$ cat src/rtl/hazard_stall_controller_if.sv
// ---------------------------------------------------------------------------
// hazard_stall_controller_if
//
// Data-memory request/ready handshake between the pipeline's stall
// controller and the data memory.
//
// Signals
//   dmem_valid  request strobe, driven by the controller (master)
//   dmem_ready  access completes this cycle, driven by memory (slave)
//
// Modports
//   master  controller side: drives dmem_valid, observes dmem_ready
//   slave   memory side:     observes dmem_valid, drives dmem_ready
// ---------------------------------------------------------------------------
interface hazard_stall_controller_if;
  logic dmem_valid;
  logic dmem_ready;

  modport master (
    output dmem_valid,
    input  dmem_ready
  );

  modport slave (
    input  dmem_valid,
    output dmem_ready
  );
endinterface

$ cat src/rtl/hazard_stall_controller.sv
// ---------------------------------------------------------------------------
// hazard_stall_controller
//
// Central stall/flush sequencer for the 5-stage RISC-V pipeline. Each cycle
// it decides whether PC and IF/ID advance, whether ID/EX receives a bubble
// and whether IF/ID is squashed. It also sequences the data-memory
// request/ready handshake (with a timeout trap) and freezes the back half
// of the pipeline while memory is outstanding. Saturating performance
// counters track stall, flush and memory-wait cycles.
//
// Parameters
//   MEM_TIMEOUT  WAIT cycles allowed before the memory error trap (1..65535)
//   CNT_WIDTH    width of each performance counter
//
// Ports
//   clk                rising-edge clock
//   reset_n            asynchronous active-low reset
//   ID_rs1/ID_rs2      source registers of the instruction in ID
//   ID_uses_rs1/rs2    ID instruction really reads that source
//   ID_is_ecall        ID instruction is ECALL (implicitly reads x17)
//   ID_EX_rd           destination of the producer in EX
//   ID_EX_mem_read     producer in EX is a load
//   ID_EX_reg_write    producer in EX writes a register
//   EX_MEM_rd          destination of the producer in MEM
//   EX_MEM_mem_read    producer in MEM is a load
//   EX_MEM_mem_access  MEM-stage instruction is a load or store
//   EX_mispredict      branch/jump resolved in EX with a wrong next PC
//   dmem               data-memory handshake (master modport)
//   pc_write           PC enable
//   IF_ID_write        IF/ID enable
//   ID_EX_bubble       insert NOP into ID/EX
//   IF_ID_flush        squash IF/ID
//   pipe_freeze        hold ID/EX, EX/MEM and MEM/WB
//   mem_error          sticky memory-timeout flag
//   stall_cnt          hazard stall cycles (saturating)
//   flush_cnt          unfrozen mispredict cycles (saturating)
//   memwait_cnt        memory-busy cycles, including ERROR (saturating)
// ---------------------------------------------------------------------------
module hazard_stall_controller #(
  parameter int MEM_TIMEOUT = 255,
  parameter int CNT_WIDTH   = 32
) (
  input  logic                      clk,
  input  logic                      reset_n,
  input  logic [4:0]                ID_rs1,
  input  logic [4:0]                ID_rs2,
  input  logic                      ID_uses_rs1,
  input  logic                      ID_uses_rs2,
  input  logic                      ID_is_ecall,
  input  logic [4:0]                ID_EX_rd,
  input  logic                      ID_EX_mem_read,
  input  logic                      ID_EX_reg_write,
  input  logic [4:0]                EX_MEM_rd,
  input  logic                      EX_MEM_mem_read,
  input  logic                      EX_MEM_mem_access,
  input  logic                      EX_mispredict,
  hazard_stall_controller_if.master dmem,
  output logic                      pc_write,
  output logic                      IF_ID_write,
  output logic                      ID_EX_bubble,
  output logic                      IF_ID_flush,
  output logic                      pipe_freeze,
  output logic                      mem_error,
  output logic [CNT_WIDTH-1:0]      stall_cnt,
  output logic [CNT_WIDTH-1:0]      flush_cnt,
  output logic [CNT_WIDTH-1:0]      memwait_cnt
);

  // Memory FSM encoding
  localparam logic [1:0] S_IDLE  = 2'd0;
  localparam logic [1:0] S_WAIT  = 2'd1;
  localparam logic [1:0] S_ERROR = 2'd2;

  localparam logic [15:0]          TIMEOUT_VAL = 16'(MEM_TIMEOUT);
  localparam logic [15:0]          WAIT_ONE    = 16'd1;
  localparam logic [CNT_WIDTH-1:0] CNT_MAX     = {CNT_WIDTH{1'b1}};
  localparam logic [CNT_WIDTH-1:0] CNT_ONE     = {{(CNT_WIDTH-1){1'b0}}, 1'b1};

  logic [1:0]           r_state;
  logic [15:0]          r_wait_cnt;
  logic                 r_mem_error;
  logic [CNT_WIDTH-1:0] r_stall_cnt;
  logic [CNT_WIDTH-1:0] r_flush_cnt;
  logic [CNT_WIDTH-1:0] r_memwait_cnt;

  logic [1:0]  w_state_nxt;
  logic [15:0] w_wait_cnt_nxt;
  logic        w_mem_error_set;
  logic        w_mem_busy;
  logic        w_dmem_valid;
  logic        w_load_use;
  logic        w_ecall_haz;
  logic        w_hazard_stall;
  logic        w_flush_cycle;

  // Operand hazards that forwarding cannot cover. x0 is never a real
  // dependency, so a load targeting x0 never stalls.
  always_comb begin
    w_load_use = ID_EX_mem_read && (ID_EX_rd != 5'd0) &&
                 ((ID_uses_rs1 && (ID_rs1 == ID_EX_rd)) ||
                  (ID_uses_rs2 && (ID_rs2 == ID_EX_rd)));
  end

  // ECALL reads a7 (x17) in ID, so it must wait for any producer of x17 in
  // EX, and additionally for a load of x17 that has only reached MEM.
  always_comb begin
    w_ecall_haz = ID_is_ecall &&
                  ((ID_EX_reg_write && (ID_EX_rd == 5'd17)) ||
                   (EX_MEM_mem_read && (EX_MEM_rd == 5'd17)));
  end

  // Memory handshake outputs. The busy term drives the pipeline freeze; a
  // ready response in WAIT releases the freeze in the same cycle so an
  // N-cycle latency costs exactly N frozen cycles.
  always_comb begin
    w_dmem_valid = 1'b0;
    w_mem_busy   = 1'b0;
    case (r_state)
      S_IDLE: begin
        w_dmem_valid = EX_MEM_mem_access;
        w_mem_busy   = EX_MEM_mem_access && !dmem.dmem_ready;
      end
      S_WAIT: begin
        w_dmem_valid = 1'b1;
        w_mem_busy   = !dmem.dmem_ready;
      end
      S_ERROR: begin
        w_dmem_valid = 1'b0;
        w_mem_busy   = 1'b0 | 1'b1;
      end
      default: begin
        w_dmem_valid = 1'b0;
        w_mem_busy   = 1'b1;
      end
    endcase
  end

  assign dmem.dmem_valid = w_dmem_valid;

  // Memory FSM next state. The wait counter holds the number of busy cycles
  // already spent on the current access; reaching MEM_TIMEOUT while still
  // not ready traps into ERROR, which only reset can leave.
  always_comb begin
    w_state_nxt     = r_state;
    w_wait_cnt_nxt  = r_wait_cnt;
    w_mem_error_set = 1'b0;
    case (r_state)
      S_IDLE: begin
        if (EX_MEM_mem_access && !dmem.dmem_ready) begin
          w_state_nxt    = S_WAIT;
          w_wait_cnt_nxt = WAIT_ONE;
        end
      end
      S_WAIT: begin
        if (dmem.dmem_ready) begin
          w_state_nxt    = S_IDLE;
          w_wait_cnt_nxt = 16'd0;
        end else if (r_wait_cnt == TIMEOUT_VAL) begin
          w_state_nxt     = S_ERROR;
          w_mem_error_set = 1'b1;
        end else begin
          w_wait_cnt_nxt = r_wait_cnt + WAIT_ONE;
        end
      end
      S_ERROR: begin
        w_state_nxt = S_ERROR;
      end
      default: begin
        w_state_nxt    = S_IDLE;
        w_wait_cnt_nxt = 16'd0;
      end
    endcase
  end

  // Pipeline control priority: memory freeze, then mispredict redirect,
  // then hazard stall. During a freeze nothing moves, so a pending
  // mispredict or hazard is still presented by EX/ID once it clears. A
  // mispredict wins over a hazard because the ID instruction is squashed.
  always_comb begin
    pc_write     = 1'b1;
    IF_ID_write  = 1'b1;
    ID_EX_bubble = 1'b0;
    IF_ID_flush  = 1'b0;
    pipe_freeze  = 1'b0;
    if (w_mem_busy) begin
      pc_write    = 1'b0;
      IF_ID_write = 1'b0;
      pipe_freeze = 1'b1;
    end else if (EX_mispredict) begin
      pc_write     = 1'b1;
      IF_ID_flush  = 1'b1;
      ID_EX_bubble = 1'b1;
    end else if (w_load_use || w_ecall_haz) begin
      pc_write     = 1'b0;
      IF_ID_write  = 1'b0;
      ID_EX_bubble = 1'b1;
    end
  end

  // Counter event qualifiers follow the same priority as the controls.
  always_comb begin
    w_flush_cycle  = !w_mem_busy && EX_mispredict;
    w_hazard_stall = !w_mem_busy && !EX_mispredict && (w_load_use || w_ecall_haz);
  end

  // Memory FSM state, wait counter and sticky error flag. Asynchronous
  // reset drops any outstanding request immediately.
  always_ff @(posedge clk or negedge reset_n) begin
    if (!reset_n) begin
      r_state     <= S_IDLE;
      r_wait_cnt  <= 16'd0;
      r_mem_error <= 1'b0;
    end else begin
      r_state    <= w_state_nxt;
      r_wait_cnt <= w_wait_cnt_nxt;
      if (w_mem_error_set) begin
        r_mem_error <= 1'b1;
      end
    end
  end

  // Performance counters stop at all-ones rather than wrapping.
  always_ff @(posedge clk or negedge reset_n) begin
    if (!reset_n) begin
      r_stall_cnt   <= '0;
      r_flush_cnt   <= '0;
      r_memwait_cnt <= '0;
    end else begin
      if (w_hazard_stall && (r_stall_cnt != CNT_MAX)) begin
        r_stall_cnt <= r_stall_cnt + CNT_ONE;
      end
      if (w_flush_cycle && (r_flush_cnt != CNT_MAX)) begin
        r_flush_cnt <= r_flush_cnt + CNT_ONE;
      end
      if (w_mem_busy && (r_memwait_cnt != CNT_MAX)) begin
        r_memwait_cnt <= r_memwait_cnt + CNT_ONE;
      end
    end
  end

  assign mem_error   = r_mem_error;
  assign stall_cnt   = r_stall_cnt;
  assign flush_cnt   = r_flush_cnt;
  assign memwait_cnt = r_memwait_cnt;

endmodule
$ cat src/flat_wrapper.sv
// flat-port wrapper written by rule: the top's interface ports become plain ports
module hazard_stall_controller_flat 
#(
  parameter int MEM_TIMEOUT = 255,
  parameter int CNT_WIDTH   = 32
)
  (clk, reset_n, ID_rs1, ID_rs2, ID_uses_rs1, ID_uses_rs2, ID_is_ecall, ID_EX_rd, ID_EX_mem_read, ID_EX_reg_write, EX_MEM_rd, EX_MEM_mem_read, EX_MEM_mem_access, EX_mispredict, pc_write, IF_ID_write, ID_EX_bubble, IF_ID_flush, pipe_freeze, mem_error, stall_cnt, flush_cnt, memwait_cnt, dmem_dmem_valid, dmem_dmem_ready);
  hazard_stall_controller_if dmem_i ();
  input  logic clk;
  input  logic reset_n;
  input  logic [4:0] ID_rs1;
  input  logic [4:0] ID_rs2;
  input  logic ID_uses_rs1;
  input  logic ID_uses_rs2;
  input  logic ID_is_ecall;
  input  logic [4:0] ID_EX_rd;
  input  logic ID_EX_mem_read;
  input  logic ID_EX_reg_write;
  input  logic [4:0] EX_MEM_rd;
  input  logic EX_MEM_mem_read;
  input  logic EX_MEM_mem_access;
  input  logic EX_mispredict;
  output logic pc_write;
  output logic IF_ID_write;
  output logic ID_EX_bubble;
  output logic IF_ID_flush;
  output logic pipe_freeze;
  output logic mem_error;
  output logic [CNT_WIDTH-1:0] stall_cnt;
  output logic [CNT_WIDTH-1:0] flush_cnt;
  output logic [CNT_WIDTH-1:0] memwait_cnt;
  output wire logic [$bits(dmem_i.dmem_valid)-1:0] dmem_dmem_valid;
  input wire logic [$bits(dmem_i.dmem_ready)-1:0] dmem_dmem_ready;
  assign dmem_dmem_valid = dmem_i.dmem_valid;
  assign dmem_i.dmem_ready = dmem_dmem_ready;
  hazard_stall_controller #(.MEM_TIMEOUT(MEM_TIMEOUT), .CNT_WIDTH(CNT_WIDTH)) u_core (.clk(clk), .reset_n(reset_n), .ID_rs1(ID_rs1), .ID_rs2(ID_rs2), .ID_uses_rs1(ID_uses_rs1), .ID_uses_rs2(ID_uses_rs2), .ID_is_ecall(ID_is_ecall), .ID_EX_rd(ID_EX_rd), .ID_EX_mem_read(ID_EX_mem_read), .ID_EX_reg_write(ID_EX_reg_write), .EX_MEM_rd(EX_MEM_rd), .EX_MEM_mem_read(EX_MEM_mem_read), .EX_MEM_mem_access(EX_MEM_mem_access), .EX_mispredict(EX_mispredict), .dmem(dmem_i), .pc_write(pc_write), .IF_ID_write(IF_ID_write), .ID_EX_bubble(ID_EX_bubble), .IF_ID_flush(IF_ID_flush), .pipe_freeze(pipe_freeze), .mem_error(mem_error), .stall_cnt(stall_cnt), .flush_cnt(flush_cnt), .memwait_cnt(memwait_cnt));
endmodule
$ cat config.mk
export PLATFORM = sky130hd
export DESIGN_NAME = hazard_stall_controller_flat
export DESIGN_NICKNAME = d
export VERILOG_FILES = /design/src/rtl/hazard_stall_controller_if.sv /design/src/rtl/hazard_stall_controller.sv /design/src/flat_wrapper.sv
export SDC_FILE = /design/constraint.sdc
export NUM_CORES = 1
export LEC_CHECK = 0
export BUFFER_PORTS_ARGS = -buffer_cell sky130_fd_sc_hd__clkbuf_2
export CORE_MARGIN = 2
export CORE_UTILIZATION = 54
export DETAILED_ROUTE_END_ITERATION = 6
export PLACE_DENSITY = 0.8
export SLEW_MARGIN = 10
export SYNTH_ARGS = -nofsm -noshare
export SYNTH_HDL_FRONTEND = slang
export SYNTH_SLANG_ARGS = --single-unit
$ cat constraint.sdc
create_clock -name clk -period 3.3 [get_ports clk]
set_input_delay 0.33 -clock clk [delete_from_list [all_inputs] [get_ports clk]]
set_output_delay 0.33 -clock clk [all_outputs]
set_load 0.1 [all_outputs]
## After elaboration in Yosys (flattened, before gate mapping)

Cells that the tools add are included.

- Flip-flop bits (word level): 115
- Input bits: 31
- Output and inout port bits: 103
- Word-level logic and storage cells: 70

- $add $sub $neg: 4
- Equal/unequal tests: 13
- Mux-type cells: 22
- Bitwise logic cells: 1
- Reduce and logical (&&, ||, !) cells: 24

Operator list:

| kind | count |
|---|---|
| 32-bit by 1-bit adder with 32-bit output, second input constant | 3 |
| 32-bit inequality test, second input constant | 3 |
| 16-bit 2-to-1 mux | 3 |
| 16-bit one-hot mux with 3 select lines | 1 |
| 16-bit by 1-bit adder with 16-bit output, second input constant | 1 |
| 16-bit by 8-bit == test with 1-bit output, second input constant | 1 |
| 1-bit logical AND | 14 |
| 1-bit 2-to-1 mux | 12 |
| 5-bit == test | 2 |
| 5-bit == test, second input constant | 2 |
| 2-bit 2-to-1 mux | 3 |
| 2-bit one-hot mux with 3 select lines | 1 |
| 5-bit nonzero test | 1 |
| 1-bit one-hot mux with 2 select lines | 2 |
| 1-bit logical NOT | 3 |
| 1-bit logical OR | 3 |
| 3-bit by 2-bit inequality test with 1-bit output, second input constant | 1 |
| 3-bit inequality test, second input constant | 1 |
| 3-bit AND reduction | 1 |
| 2-bit by 1-bit == test with 1-bit output, second input constant | 1 |
| 2-bit == test, second input constant | 1 |
| 2-bit logical NOT | 1 |
| 2-bit by 1-bit inequality test with 1-bit output, second input constant | 1 |
| 2-bit AND reduction | 1 |
| 1-bit NOT | 1 |

## Logic depth before layout (Yosys ltp)

- Word-level depth: 8
- Depth in mapped cells: 8
- Mapped depth without buffers: 7

## Least setup slack after synthesis

OpenSTA, ideal clock, no wires.

- Path type: reg-to-reg
- Start point: register u_core.r_state[0]
- End point: register u_core.r_flush_cnt[13] (netlist: u_core.flush_cnt[13])
- Setup time: 0.158 ns
- Arrival: 4.188 ns
- Data required time: 3.142 ns
- Slack: -1.046 ns
- Cell stages (with the launch flop): 7
- Path buffers: 0
- Period minus slack after synthesis: 4.346 ns
- Path through: dfrtp_1 > o21ba_2 > nor3_1 > o41ai_4 > nor4_1 > nand4_1 > xnor2_1

- Cells in the longest elaborated chain, start to end: 5
- Elaborated cells between the ends (all ways): 6
- Those cells by class: 1 x eq/ne; 1 x mux; 4 x reduce/logical

Ends and longest elaborated chain:

| what | RTL line | source |
|---|---|---|
| start, declared | hazard_stall_controller.sv:79 | `logic [1:0] r_state;` |
| start signal, assigned | hazard_stall_controller.sv:214 | `r_state <= w_state_nxt;` |
| 2-bit by 1-bit == test with 1-bit output or 2-bit logical NOT (tied branches) | hazard_stall_controller.sv:118 | `case (r_state)` |
| 1-bit one-hot mux with 2 select lines * | hazard_stall_controller.sv:118 |  |
| 1-bit logical NOT * | hazard_stall_controller.sv:202 | `w_flush_cycle = !w_mem_busy && EX_mispredict;` |
| 1-bit logical AND * | hazard_stall_controller.sv:202 |  |
| 1-bit logical AND * | hazard_stall_controller.sv:232 | `if (w_flush_cycle && (r_flush_cnt != CNT_MAX)) begin` |
| end signal, assigned | hazard_stall_controller.sv:233 | `r_flush_cnt <= r_flush_cnt + CNT_ONE;` |
| end, declared | hazard_stall_controller.sv:83 | `logic [CNT_WIDTH-1:0] r_flush_cnt;` |

Mark *: on every way between the ends. The rest lies on a longest branch, timed or not.
A chain may end at the register's enable or synchronous reset.

## Worst setup path after layout

- Start point: register u_core.r_stall_cnt[0] (netlist: u_core.stall_cnt[0])
- End point: register u_core.r_stall_cnt[1] (netlist: u_core.stall_cnt[1])

- Cells in the longest elaborated chain, start to end: 2
- Elaborated cells between the ends (all ways): 3
- Those cells by class: 1 x add/sub; 1 x eq/ne; 1 x reduce/logical

Ends and longest elaborated chain:

| what | RTL line | source |
|---|---|---|
| start, declared | hazard_stall_controller.sv:82 | `logic [CNT_WIDTH-1:0] r_stall_cnt;` |
| start signal, assigned | hazard_stall_controller.sv:230 | `r_stall_cnt <= r_stall_cnt + CNT_ONE;` |
| branches (longest 2 deep; another with 32-bit by 1-bit adder with 32-bit output) | n/a |  |

Parallel ways; which one is timed is not known.

==> results_dict.tcl <==
set metrics [dict create \
    cap_violations 0 \
    clk_latency_ps 510 \
    cts_inserted_buffers 17 \
    fin_crit_ps 2740 \
    h-tree-depth 4 \
    fin_ws_ps 557 \
    first_iter_violations 223 \
    relSlewSlack_pct 42.6 \
    startpoint "u_core.stall_cnt[0]$_DFFE_PN0P_" \
    power.density_nw_per_um2 622 \
    num_vias 4843 \
    ys.flop_type "dfrtp_1" \
    hold_buffers 1 \
    seq_area_frac_synth_pct 50.5 \
    synth_top_family_by_area "simple AND/OR/NAND/NOR gates" \
    yosysTopAreaCell "dfrtp_1" \
    min_path_type "input port to flip-flop" \
    grt_pass1_wl_mm 23.1 \
    critPathMaxFanout 13 \
    rows 37 \
    die_h_microns 107 \
    pin_count 134 \
    yosys.area_share.simple_pct 24.9 \
    clock-root-buffer "clkbuf_8" \
    layout_commonest_cell "clkbuf_2" \
    wl_per_cell_microns 16.4 \
    areaGrowthSynthToFinish_pct 24.3 \
    die_area_sq_um 11400 \
    min_from "dmem_dmem_ready" \
    layout_common_cells "clkbuf_2 (132), dfrtp_1 (115), nand2_1 (62), xor2_1 (62), xnor2_1 (49)" \
    maxSlewViolCount 0 \
    track_usage_pct 25.7 \
    wl_mm 13.9 \
    ant_nets 0 \
    antenna_found_initial 0 \
    finalClockSkew_ps 7.08 \
    drc 0 \
    status "finished clean" \
    crit_required_ps 3690 \
    synth_top_area_share_pct 50.5 \
    preCtsSetupSlack_ps 594 \
    synth_area_sq_um 5690 \
    worst_ep_arrival_time_ps 3140 \
    synth-async-reset-ratio_pct 100 \
    cts_setup_buffers 0 \
    syn-num-nets 594 \
    die_w_microns 107 \
    fin_nets 738 \
    ir_drop_mv 0.451 \
    ys_types 49 \
    path_clk_slew_ps 50 \
    first_global_vias 4724 \
    grt_max_degree 67 \
    p_leak_nw 3.55 \
    synth_edf_count 0 \
    cts_buffer_depth 2 \
    cts_tree "yes" \
    cts_resized 0 \
    antennaDiodeCount 0 \
    core-area_sq_um 10300 \
    synthAdderAreaFrac_pct 0.879 \
    synth.area.mux_share_pct 0.396 \
    start_util_pct 55.4 \
    via_per_inst 5.70 \
    synth_compound_area_share_pct 4.13 \
    setup_viol 0 \
    portBuffers 133 \
    clock-sinks 115 \
    syn_area_per_cell_sq_um 10.2 \
    setup.worst_path.end_class "flip-flop" \
    hold_viol 0 \
    rsz0062_at_grt "false" \
    hpwl_mm 9.85 \
    drive_gt1_share_pct 24.8 \
    ys_warn_count 0 \
    startpoint_type "flip-flop" \
    syn_inst 559 \
    synth.area.top_cells "dfrtp_1 (51%), xor2_1 (9.5%), xnor2_1 (7.5%)" \
    worst_pin_slew_ps 862 \
    synthXorXnorAreaFrac_pct 17.1 \
    dr.pass1.iters 6 \
    timing.rr.start "u_core.stall_cnt[0]$_DFFE_PN0P_" \
    tns_ps 0 \
    critical_path_class "flip-flop to flip-flop" \
    fin_crit_sh_pct 83.1 \
    timing.fmax_ghz 0.365 \
    synth_seq_cells 115 \
    gp_congestion 0.854 \
    grt_overflow_total 0 \
]
kinds of logic (layout without fill, tap and decap cells):
logic type | count (synthesis) | in the layout
AND/OR/NAND/NOR | 267 | 267
flip-flops | 115 | 115
XOR/XNOR | 111 | 111
AO/OA/AOI/OAI | 33 | 33
buffers and inverters | 27 | 182
adder cells (fa/ha/maj) | 4 | 4
multiplexers | 2 | 2
worst max-delay path: stages, from the launching register on:
cell     delay, ps
dfrtp_1        420
ha_1           220
nand4_1        170
or3_4          460
or4_4          560
nand2_1        360
nor2_1         130
mux2_2         300
where the power goes:
part / switching (mW) / internal, mW / leakage [nW]
logic: 0.900 / 0.181 / 1.74
registers: 0.132 / 1.51 / 1.55
clock network: 0.596 / 1.09 / 0.267
total: 1.63 / 2.77 / 3.55
sequential cells by signal, summed over array words and instances (netlist names):
register	flops
u_core.flush_cnt	32
u_core.stall_cnt	32
u_core.r_state	2
u_core.memwait_cnt	32
u_core.r_wait_cnt	16
u_core.mem_error	1
path summary, 6_finish.rpt:
kind	end	slack, ps	depth (start not counted)
worst max-delay path	u_core.stall_cnt[1]$_DFFE_PN0P_	560	7
worst min register to register	u_core.mem_error$_DFFE_PN0P_	470	1
worst max register to register	u_core.stall_cnt[1]$_DFFE_PN0P_	560	7
max in group asynchronous	u_core.stall_cnt[4]$_DFFE_PN0P_	2120	3
min in group asynchronous	u_core.flush_cnt[7]$_DFFE_PN0P_	450	2
worst min-delay path	u_core.r_state[0]$_DFFE_PN0P_	40	2
routing by layer:
| metal | wire length (microns) | track usage (%) | share of wire, % | vias to the layer above |
|---|---|---|---|---|
| met4 | 214 | 9.28 | 1.5 | 0 |
| met2 | 7030 | 42.2 | 51 | 168 |
| li1 | - | - | - | 2276 |
| met1 | 5760 | 32.9 | 41 | 2379 |
| met5 | 0 | 0 | 0 | - |
| met3 | 909 | 6.81 | 6.5 | 20 |
metrics by stage:
step | std cells | power, mW | cell area, sq um | hold slack, ps | util, %
6_report | 850 | 4.40 | 7080 | 44.5 | 68.8
5_1_grt | 850 | 4.55 | 7080 | 37.7 | 68.8
4_1_cts | 850 | 4.42 | 7080 | 34.1 | 68.8
3_5_place_dp | 819 | 2.74 | 6520 | 462 | 63.4
3_3_place_gp | 819 | 2.71 | 6520 | 453 | 63.4
2_1_floorplan | 559 | 2.50 | 5700 | 34.4 | -
final cells by class:
class	count	area [sq um]
Fill cell	828	3200
Sequential cell	115	2880
Multi-Input combinational cell	417	2710
Timing Repair Buffer	137	713
Clock buffer	26	498
Tap cell	136	170
Inverter	15	56.3
Clock inverter	4	47.5
synth_stat cells (all sizes together) (6+ instances only):
cell      n
nor2     39
or3       9
and4     11
dfrtp   115
buf       6
and3     12
nor4     26
nor3     32
o21ai    13
nand4    29
nand2    62
xnor2    49
inv      15
nand3    32
a21oi     6
xor2     62
clkbuf    6
(Power assumes the default switching activity.)
